[src/rtl/bcd_stopwatch.sv]
// Four-digit BCD stopwatch with start/stop, lap freeze and clear buttons.
// Buttons are synchronised and edge-detected locally; a prescaler divides
// clk down to count ticks, and the live count can be frozen on data_out.
module bcd_stopwatch #(
    parameter int DIV = 500000
) (
    input  logic        clk,
    input  logic        rst,
    input  logic        btn_start,
    input  logic        btn_lap,
    input  logic        btn_clear,
    output logic [15:0] data_out,
    output logic        running,
    output logic        lap_hold,
    output logic        overflow,
    output logic        tick
);

    localparam int PW = (DIV > 1) ? $clog2(DIV) : 1;
    localparam logic [PW-1:0] LAST = PW'(DIV - 1);

    logic [2:0]    btnRaw;
    logic [2:0]    btnSync1;
    logic [2:0]    btnSync2;
    logic [2:0]    btnDelay;
    logic [2:0]    btnRise;
    logic          startEdge;
    logic          lapEdge;
    logic          clearEdge;
    logic          clearNow;
    logic [PW-1:0] prescaler;
    logic [15:0]   liveCount;
    logic [15:0]   holdCount;
    logic [15:0]   countInc;
    logic          countWrap;

    assign btnRaw    = {btn_clear, btn_lap, btn_start};
    assign btnRise   = btnSync2 & ~btnDelay;
    assign startEdge = btnRise[0];
    assign lapEdge   = btnRise[1];
    assign clearEdge = btnRise[2];

    // Clear only has an effect while the stopwatch is stopped.
    assign clearNow  = clearEdge & ~running;

    assign tick      = running && (prescaler == LAST);

    assign data_out  = lap_hold ? holdCount : liveCount;

    // Two-flop synchroniser plus a delay flop per button for rising-edge detection.
    always_ff @(posedge clk or posedge rst) begin
        if (rst) begin
            btnSync1 <= 3'b000;
            btnSync2 <= 3'b000;
            btnDelay <= 3'b000;
        end else begin
            btnSync1 <= btnRaw;
            btnSync2 <= btnSync1;
            btnDelay <= btnSync2;
        end
    end

    // BCD increment of the live count; carry out of the top digit marks a wrap.
    always_comb begin
        logic carry;
        countInc = liveCount;
        carry    = 1'b1;
        for (int i = 0; i < 4; i++) begin
            if (carry) begin
                if (liveCount[i*4 +: 4] >= 4'd9) begin
                    countInc[i*4 +: 4] = 4'd0;
                end else begin
                    countInc[i*4 +: 4] = liveCount[i*4 +: 4] + 4'd1;
                    carry              = 1'b0;
                end
            end
        end
        countWrap = carry;
    end

    // Run/stop toggles on every start edge.
    always_ff @(posedge clk or posedge rst) begin
        if (rst) begin
            running <= 1'b0;
        end else if (startEdge) begin
            running <= ~running;
        end
    end

    // Prescaler and live count advance only while running; prescaler holds when stopped.
    always_ff @(posedge clk or posedge rst) begin
        if (rst) begin
            prescaler <= '0;
            liveCount <= 16'h0000;
            overflow  <= 1'b0;
        end else if (clearNow) begin
            prescaler <= '0;
            liveCount <= 16'h0000;
            overflow  <= 1'b0;
        end else if (running) begin
            if (prescaler == LAST) begin
                prescaler <= '0;
                liveCount <= countInc;
                if (countWrap) begin
                    overflow <= 1'b1;
                end
            end else begin
                prescaler <= prescaler + PW'(1);
            end
        end
    end

    // Lap edge alternates between capturing the pre-increment live count and releasing it.
    always_ff @(posedge clk or posedge rst) begin
        if (rst) begin
            lap_hold  <= 1'b0;
            holdCount <= 16'h0000;
        end else if (clearNow) begin
            lap_hold  <= 1'b0;
        end else if (lapEdge) begin
            if (!lap_hold) begin
                holdCount <= liveCount;
                lap_hold  <= 1'b1;
            end else begin
                lap_hold  <= 1'b0;
            end
        end
    end

endmodule

[config.mk]
export PLATFORM = sky130hd
export DESIGN_NAME = bcd_stopwatch
export DESIGN_NICKNAME = d
export VERILOG_FILES = /design/src/rtl/bcd_stopwatch.sv
export SDC_FILE = /design/constraint.sdc
export NUM_CORES = 1
export LEC_CHECK = 0
export BUFFER_PORTS_ARGS = -buffer_cell sky130_fd_sc_hd__buf_2
export CAP_MARGIN = 20
export CORE_UTILIZATION = 45
export CTS_BUF_LIST = sky130_fd_sc_hd__clkbuf_8
export CTS_CLUSTER_DIAMETER = 80
export DETAILED_ROUTE_END_ITERATION = 12
export GPL_ROUTABILITY_DRIVEN = 0
export GPL_TIMING_DRIVEN = 0
export HOLD_SLACK_MARGIN = 0.12
export PLACE_DENSITY_LB_ADDON = 0.3
export SYNTH_ARGS = -nofsm -noshare
export SYNTH_HDL_FRONTEND = slang
export SYNTH_SLANG_ARGS = --single-unit
[constraint.sdc]
create_clock -name clk -period 2 [get_ports clk]
set_input_delay 0.2 -clock clk [delete_from_list [all_inputs] [get_ports clk]]
set_output_delay 0.2 -clock clk [all_outputs]
set_load 0.01 [all_outputs]
=== After elaboration in Yosys (flattened, before gate mapping) ===
Cells that the tools add are included.

* Add/sub/neg operators: 5
* Magnitude comparators: 4
* Equal/unequal tests: 1
* Multiplexer cells: 28
* Bitwise gates (word level): 5
* Reductions and logical operators: 14

{| class="wikitable"
|+ Operators with widths
! kind !! count
|-
| two-way mux 16 bit || 4
|-
| two-way mux 19 bit || 3
|-
| two-way mux 4 bit || 7
|-
| adder 19 x 1 -> 19 bit, second input constant || 1
|-
| equality test 19 bit, second input constant || 1
|-
| adder 4 x 1 -> 4 bit, second input constant || 4
|-
| >= comparator 4 bit, second input constant || 4
|-
| two-way mux 1 bit || 14
|-
| nonzero test 2 bit || 7
|-
| AND reduction 3 bit || 4
|-
| AND reduction 2 bit || 2
|-
| bitwise AND 3 bit || 1
|-
| NOT 3 bit || 1
|-
| NOT 1 bit || 2
|-
| bitwise AND 1 bit || 1
|-
| logical AND 1 bit || 1
|}

* Flip-flop bits (word level): 63
* Bits of input ports: 5
* Output and inout port bits: 20
* Word-level logic and storage cells: 69

=== Logic depth before layout (Yosys ltp) ===
Gate-level depths: netlist (run 1).

* Word-level depth: 9
* Mapped depth: 8
* Gate-level depth less buffers: 7

=== Least setup slack after synthesis (run 1) ===
Ideal clock, no wire load.

* Path type: reg-to-reg
* Start point: register running
* End point: register liveCount[6]
* Setup time: 0.078 ns
* Arrival: 2.121 ns
* Data required time: 1.922 ns
* Setup slack: -0.198 ns
* Stages on the path, launching flop included: 6
* Buffers on the path: 0
* Period minus slack after synthesis: 2.198 ns
* Cells stage by stage: dfrtp_1 > inv_2 > or4_4 > or3_4 > or4b_1 > a21oi_1

* Word-level cells in the longest chain between the ends: 4
* Elaborated cells between the ends (all ways): 7
* Those cells by class: mux (1); bitwise (2); reduce/logical (4)

{| class="wikitable"
|+ Ends and longest elaborated chain
! element !! RTL line !! source
|-
| start: declaration || 13 || <nowiki>output logic running,</nowiki>
|-
| start signal: assignment || 86 || <nowiki>running <= ~running;</nowiki>
|-
| NOT 1 bit || 44 || <nowiki>assign clearNow = clearEdge & ~running;</nowiki>
|-
| bitwise AND 1 bit || 44 ||
|-
| nonzero test 2 bit (no source line) || - ||
|-
| AND reduction 3 bit (no source line) || - ||
|-
| end signal: assignment || 103 || <nowiki>liveCount <= countInc;</nowiki>
|-
| end: declaration || 32 || <nowiki>logic [15:0] liveCount;</nowiki>
|}

Parallel ways exist; a longest one is shown, timed or not.
A chain may end at the register's enable or synchronous reset.

=== Worst setup path after layout (run 1) ===
* Start point: register prescaler[10]
* End point: register liveCount[6]

* Word-level cells in the longest chain between the ends: 3

{| class="wikitable"
|+ Ends and longest elaborated chain
! element !! RTL line !! source
|-
| start: declaration || 31 || <nowiki>logic [PW-1:0] prescaler;</nowiki>
|-
| start signal: assignment || 108 || <nowiki>prescaler <= prescaler + PW'(1);</nowiki>
|-
| equality test 19 bit || 101 || <nowiki>if (prescaler == LAST) begin</nowiki>
|-
| nonzero test 2 bit (no source line) || - ||
|-
| AND reduction 3 bit (no source line) || - ||
|}

Every way passes these cells.

==> qor.txt, run 1 <==
outcome = finished with violations
failing checks = negative setup slack
most frequent cells in the layout = 59 x dfrtp_1, 31 x nor2_1, 30 x nand2_1
Arr. time, crit path = 2390 ps
# fillers = 577
dpl cells = 433
HPWL after detailed placement = 4.37 mm
largest net degree at the start of global routing = 38
setup TNS = -396 ps
Psw = 877 uW
PwrDens = 766 nW/um^2
layout overhead on the synthesized area = 24.5%
DR pass1 iterations = 4
cells after synthesis = 312
Distinct cells, synth = 40
DRT Wirelength = 6.73 mm
Max Clk Rate = 469 MHz
Seq cells post-synth = 63
core area = 6790 sq um
total CTS buffers = 9
CTS tree = yes
syn_nets = 330
post-route cell area = 3960 sq um
clock root cell = clkbuf_8
Final Non-Filler Cells = 469
Yosys top cell by area = dfrtp_1
largest fanout on the critical path = 4
Via Count = 2464
Synth top area share = 49.6%
CTS H-tree lvls = 3
Die Span Y = 86.0 um
Final Hold Viols = 0
Antenna Nets Post-Route = 0
share of cells above drive strength 1 = 31.6%
Tot GR Track Use = 19.3%
MaxCap Viol Count = 0
gr ovfl total = 0
Port Buffer Count = 24
Die ar. = 7400 sq um
Reg power frac = 47.4%
drt initial violations = 145
I/O Pins = 25
cell-internal power = 2.15 mW
LEAKAGE = 1.84 nW
Place WS = -331 ps
sequential element share of the synthesized area = 49.6%
CP startpoint kind = flip-flop
global-route wire length before repair = 10.9 mm
clock insertion delay at the later pin of the skew report = 340 ps
Comb power frac = 16.5%
Yosys warning total = 0
Mapped Avg Cell Area = 10.2 sq um
via density per instance = 5.25
Area contributors post-synth = dfrtp_1 50%, mux2_2 8.5%, ha_1 5.1%
clock input transition at the sequential cells of the worst setup and hold paths = 70 ps
Hold Crit Class = flip-flop to flip-flop
clk sinks = 63
Clock Tree Buf Depth = 2
Layout Nets = 386
Worst VDD drop = 0.670 mV
power share of the clock group = 36.1%
die width = 86.0 um
required time worst endpoint = 2260 ps
main flop type after synthesis = dfrtp_1
Multi-input gate area = 1640 sq um
Initial Utilization = 46.8%
Async SR Flop Fraction = 100%
drt drc = 0
# setup viols final = 6
Final Max Slew Viols = 0
Post-DP Area = 3450 sq um
Setup CP Type = flip-flop to flip-flop
Max-slew headroom = 48.4%
vias in the first global route = 2275
period utilization = 107%
Sw Share = 28.9%
worst-margin pin slew = 772 ps
clk_skew = 6.00 ps
Seq. cell area = 1580 sq um
Row Count = 30
commonest non-fill, non-tap cell in the layout = dfrtp_1
area of the mapped netlist = 3180 sq um
RSZ-0062 raised after global routing = true
diodes inserted = 0
Routed wire per std cell = 14.3 um
setup ws final = -131 ps
Final min period = 2130 ps
Critical Path Sink Type = flip-flop
initial antenna violation count = 0
number of flops mapped to enable cells by yosys = 0
-- synth_stat cells, types with 2 or more instances --
cell type and count:
o31ai_1 3, nand3_1 19, and3_1 4, xnor2_1 8, o31a_1 2, a21oi_1 8
nand4b_1 2, nor4b_1 5, xor2_1 9, dfrtp_1 63, clkbuf_1 8, nand2_1 31
o21ai_0 20, ha_1 13, mux2i_1 4, nor2_1 32, nor4_1 3, mux2_2 24
nand2b_1 4, nor2b_1 4, nand4_1 4, or3_1 2, and2_1 2, a211oi_1 2
inv_1 13, or4_1 2, o211ai_1 3, nor3_1 6
-- cell type report --
cell class	count	share of cell area, %
Inverter	14	1.33
Tap cell	96	3.04
Timing Repair Buffer	49	8.60
Buffer	5	0.664
Multi-Input combinational cell	226	41.4
Clock inverter	6	1.52
Sequential cell	63	40.0
Clock buffer	10	3.48
-- registers in the layout (all words and copies together) (netlist names), 3 cells and up --
register and cells:
holdCount 16, btnDelay 3, liveCount 16, btnSync2 3
prescaler 19, btnSync1 3
-- routing by layer --
metal	part of all wire (%)	GRT usage, %	vias up
met4	1.4	6.97	0
met2	48	29.3	34
met5	0	0	-
met3	3.1	5.20	12
met1	47	26.6	1212
li1	-	-	1206
-- worst max-delay path, cell delays in order, from the launching register on --
cell and delay (ps):
dfrtp_1 390, nand2b_4 150, or4_4 530, or3_4 360, or4b_1 480, a21oi_1 140
-- logic make-up after synthesis --
group | share of synthesized area (%)
AOI/OAI and AO/OA | 8.03
xor gates and xnor gates | 4.69
adders and majority gates | 5.12
buffers and inverters | 2.72
DFF | 49.6
muxes | 9.77
and+or+nand+nor | 20.0
-- through the flow --
stage	hold slack, ps	total power, mW	util (%)
after floorplan	231	1.74	-
after global placement	311	1.87	50.4
after detailed placement	292	1.89	50.7
after CTS	355	3.01	56.0
after global routing	358	3.17	58.2
final	351	3.03	58.2
-- final timing paths --
check / startpoint / endpoint / slack, ps / cells past startpoint
hold / removal: btnSync1[2]$_DFF_PP0_ / btnSync2[2]$_DFF_PP0_ / 350 / 0
hold reg to reg: btnSync1[2]$_DFF_PP0_ / btnSync2[2]$_DFF_PP0_ / 350 / 0
max in group asynchronous: rst / prescaler[13]$_DFFE_PP0P_ / 920 / 4
setup / recovery: prescaler[10]$_DFFE_PP0P_ / liveCount[6]$_DFFE_PP0P_ / -130 / 5
min in group asynchronous: rst / btnDelay[1]$_DFF_PP0_ / 460 / 3
setup reg to reg: prescaler[10]$_DFFE_PP0P_ / liveCount[6]$_DFFE_PP0P_ / -130 / 5
-- power groups by stage --
stage | combinational [mW] | sequential (mW) | clock, mW
after floorplan | 0.301 | 1.44 | 0
after global placement | 0.429 | 1.44 | 0
after detailed placement | 0.445 | 1.44 | 0
after CTS | 0.457 | 1.44 | 1.12
after global routing | 0.553 | 1.44 | 1.18
final | 0.500 | 1.44 | 1.09
-- what timing repair did --
action | 4_1_cts | 5_1_grt
setup buffers | 9 | 11
endpoints found under the hold margin | 29 | 0
gates resized for setup | 18 | 16
cloned | 0 | 0
hold buffers | 4 | 0
setup endpoints to repair | 42 | 36
pin swaps | 2 | 5
(Power assumes the default switching activity.)
==> inputs of run 2 (changes only) <==
Clock period 2 ns to 2.7 ns, I/O delays scaled along.
==> run 2 against run 1 <==
  * The run now ends clean
  * Largest cell class is now registers
  * Maximum frequency down 12%
  * Via count down 3.1%
  * Non-clock buffer count down 17
  * Critical path depth unchanged
==> qor.txt, run 2 (synthesis results as in run 1) <==
outcome = finished clean (was finished with violations)
MaxCap Viol Count = 0 (unchanged)
clock insertion delay at the later pin of the skew report = 340 ps (about the same)
drt drc = 0 (unchanged)
Max-slew headroom = 40.6% (was 48.4%)
Tot GR Track Use = 18.7% (was 19.3%)
largest fanout on the critical path = 8 (was 4)
Arr. time, crit path = 2620 ps (was 2390 ps)
share of cells above drive strength 1 = 19.9% (was 31.6%)
initial antenna violation count = 0 (unchanged)
Worst VDD drop = 0.475 mV (was 0.670 mV)
Antenna Nets Post-Route = 0 (unchanged)
largest net degree at the start of global routing = 41 (was 38)
clk sinks = 63 (unchanged)
PwrDens = 575 nW/um^2 (was 766 nW/um^2)
setup TNS = 0 ps (was -396 ps)
gr ovfl total = 0 (unchanged)
worst-margin pin slew = 890 ps (was 772 ps)
Hold Crit Class = primary input to async pin (was flip-flop to flip-flop)
Clock Tree Buf Depth = 2 (unchanged)
vias in the first global route = 2240 (was 2275)
period utilization = 89.8% (was 107%)
CTS tree = yes (unchanged)
Final Power = 2.10 mW (was 3.03 mW)
clock root cell = clkbuf_8 (unchanged)
Final min period = 2420 ps (was 2130 ps)
Port Buffer Count = 24 (unchanged)
Initial Utilization = 46.8% (unchanged)
RSZ-0062 raised after global routing = false (was true)
die width = 86.0 um (unchanged)
CTS H-tree lvls = 3 (unchanged)
core area = 6790 sq um (unchanged)
HPWL after detailed placement = 4.47 mm (was 4.37 mm)
# fillers = 607 (was 577)
I/O Pins = 25 (unchanged)
postcts setup bufs = 0 (was 9)
Final Hold Viols = 0 (unchanged)
largest registers = prescaler x19, holdCount x16, liveCount x16 (unchanged)
Row Count = 30 (unchanged)
Die ar. = 7400 sq um (unchanged)
Setup CP Type = flip-flop to flip-flop (unchanged)
required time worst endpoint = 2900 ps (was 2260 ps)
via density per instance = 5.28 (was 5.25)
layout overhead on the synthesized area = 14.8% (was 24.5%)
drt initial violations = 119 (was 145)
diodes inserted = 0 (unchanged)
clock input transition at the sequential cells of the worst setup and hold paths = 70 ps (about the same)
CP startpoint kind = flip-flop (unchanged)
# setup viols final = 0 (was 6)
DRT Wirelength = 6.22 mm (was 6.73 mm)
Layout Nets = 369 (was 386)
Final Max Slew Viols = 0 (unchanged)
total CTS buffers = 9 (unchanged)
LEAKAGE = 1.69 nW (was 1.84 nW)
most frequent cells in the layout = 63 x dfrtp_1, 32 x nor2_1, 31 x nand2_1 (was 59 x dfrtp_1, 31 x nor2_1, 30 x nand2_1)
Max Clk Rate = 413 MHz (was 469 MHz)
DR pass1 iterations = 4 (unchanged)
max FFs per register = 19 (unchanged)
Die Span Y = 86.0 um (unchanged)
Biggest register = prescaler (unchanged)
global-route wire length before repair = 10.5 mm (was 10.9 mm)
Routed wire per std cell = 13.8 um (was 14.3 um)
clk_skew = 7.13 ps (was 6.00 ps)
Via Count = 2387 (was 2464)
Critical Path Sink Type = flip-flop (unchanged)
commonest non-fill, non-tap cell in the layout = dfrtp_1 (unchanged)
==> run 2: changes by cell type in the layout (fill, tap and decap cells not counted), moves of 2 or more <==
cell	change
clkbuf_2	-3
dfrtp_2	-4
clkbuf_1	+7
nor4b_2	-3
nor4b_1	+3
dfrtp_1	+4
clkinvlp_4	+2
buf_6	-2
buf_4	-19
o31ai_1	+2
nand2b_4	-3
nand2b_1	+3
==> run 2: power breakdown <==
group,switching [mW],internal (mW)
sequential,0.0529,0.996
combinational,0.217,0.116
clock,0.385,0.332
total,0.655,1.44
==> run 2: final timing paths <==
path                                  startpoint                       end  slack [ps]  cells past startpoint
max                          running$_DFFE_PP0P_  liveCount[8]$_DFFE_PP0P_         280                      5
min reg2reg                btnSync1[2]$_DFF_PP0_     btnSync2[2]$_DFF_PP0_         350                      0
min in group clk           btnSync1[2]$_DFF_PP0_     btnSync2[2]$_DFF_PP0_         350                      0
max reg2reg                  running$_DFFE_PP0P_  liveCount[8]$_DFFE_PP0P_         280                      5
min                                          rst  holdCount[2]$_DFFE_PP0P_         120                      2
max in group asynchronous                    rst      overflow$_DFFE_PP0P_        1970                      3
==> run 2: layout make-up <==
cell class / instances / area, sq um / share of cell area, %
Multi-Input combinational cell: 226 / 1510 / 41.5
Clock inverter: 7 / 48.8 / 1.34
Tap cell: 96 / 120 / 3.29
Timing Repair Buffer: 28 / 178 / 4.87
Clock buffer: 9 / 124 / 3.40
Inverter: 14 / 52.6 / 1.44
Sequential cell: 63 / 1580 / 43.2
Buffer: 9 / 33.8 / 0.926
==> run 2: critical path, stage by stage, from the launching register on <==
cell and delay [ps]:
dfrtp_1 470, inv_2 130, or4_4 580, nor4_1 770, mux2i_1 280, nor2_1 50
==> run 2: layer usage <==
metal | track usage [%] | part of all wire, % | vias up
li1 | - | - | 1173
met4 | 8.33 | 1.2 | 0
met5 | 0 | 0 | -
met2 | 28.4 | 47 | 47
met3 | 5.10 | 3.6 | 8
met1 | 25.0 | 48 | 1159
==> run 2: repair_timing <==
action / CTS / global route
hold buffers: 3 / 0
resized for setup: 0 / 0
endpoints found under the hold margin: 3 / 0
==> run 2: per-stage QoR <==
stage	instances	hold WS, ps	worst slack, ps	area, sq um	utilization, %
finish	452	120	276	3650	53.7
floorplan	312	301	502	3180	-
global route	452	187	71.4	3650	53.7
detailed placement	433	337	344	3440	50.7
global placement	432	333	70.8	3420	50.3
CTS	452	137	307	3650	53.7
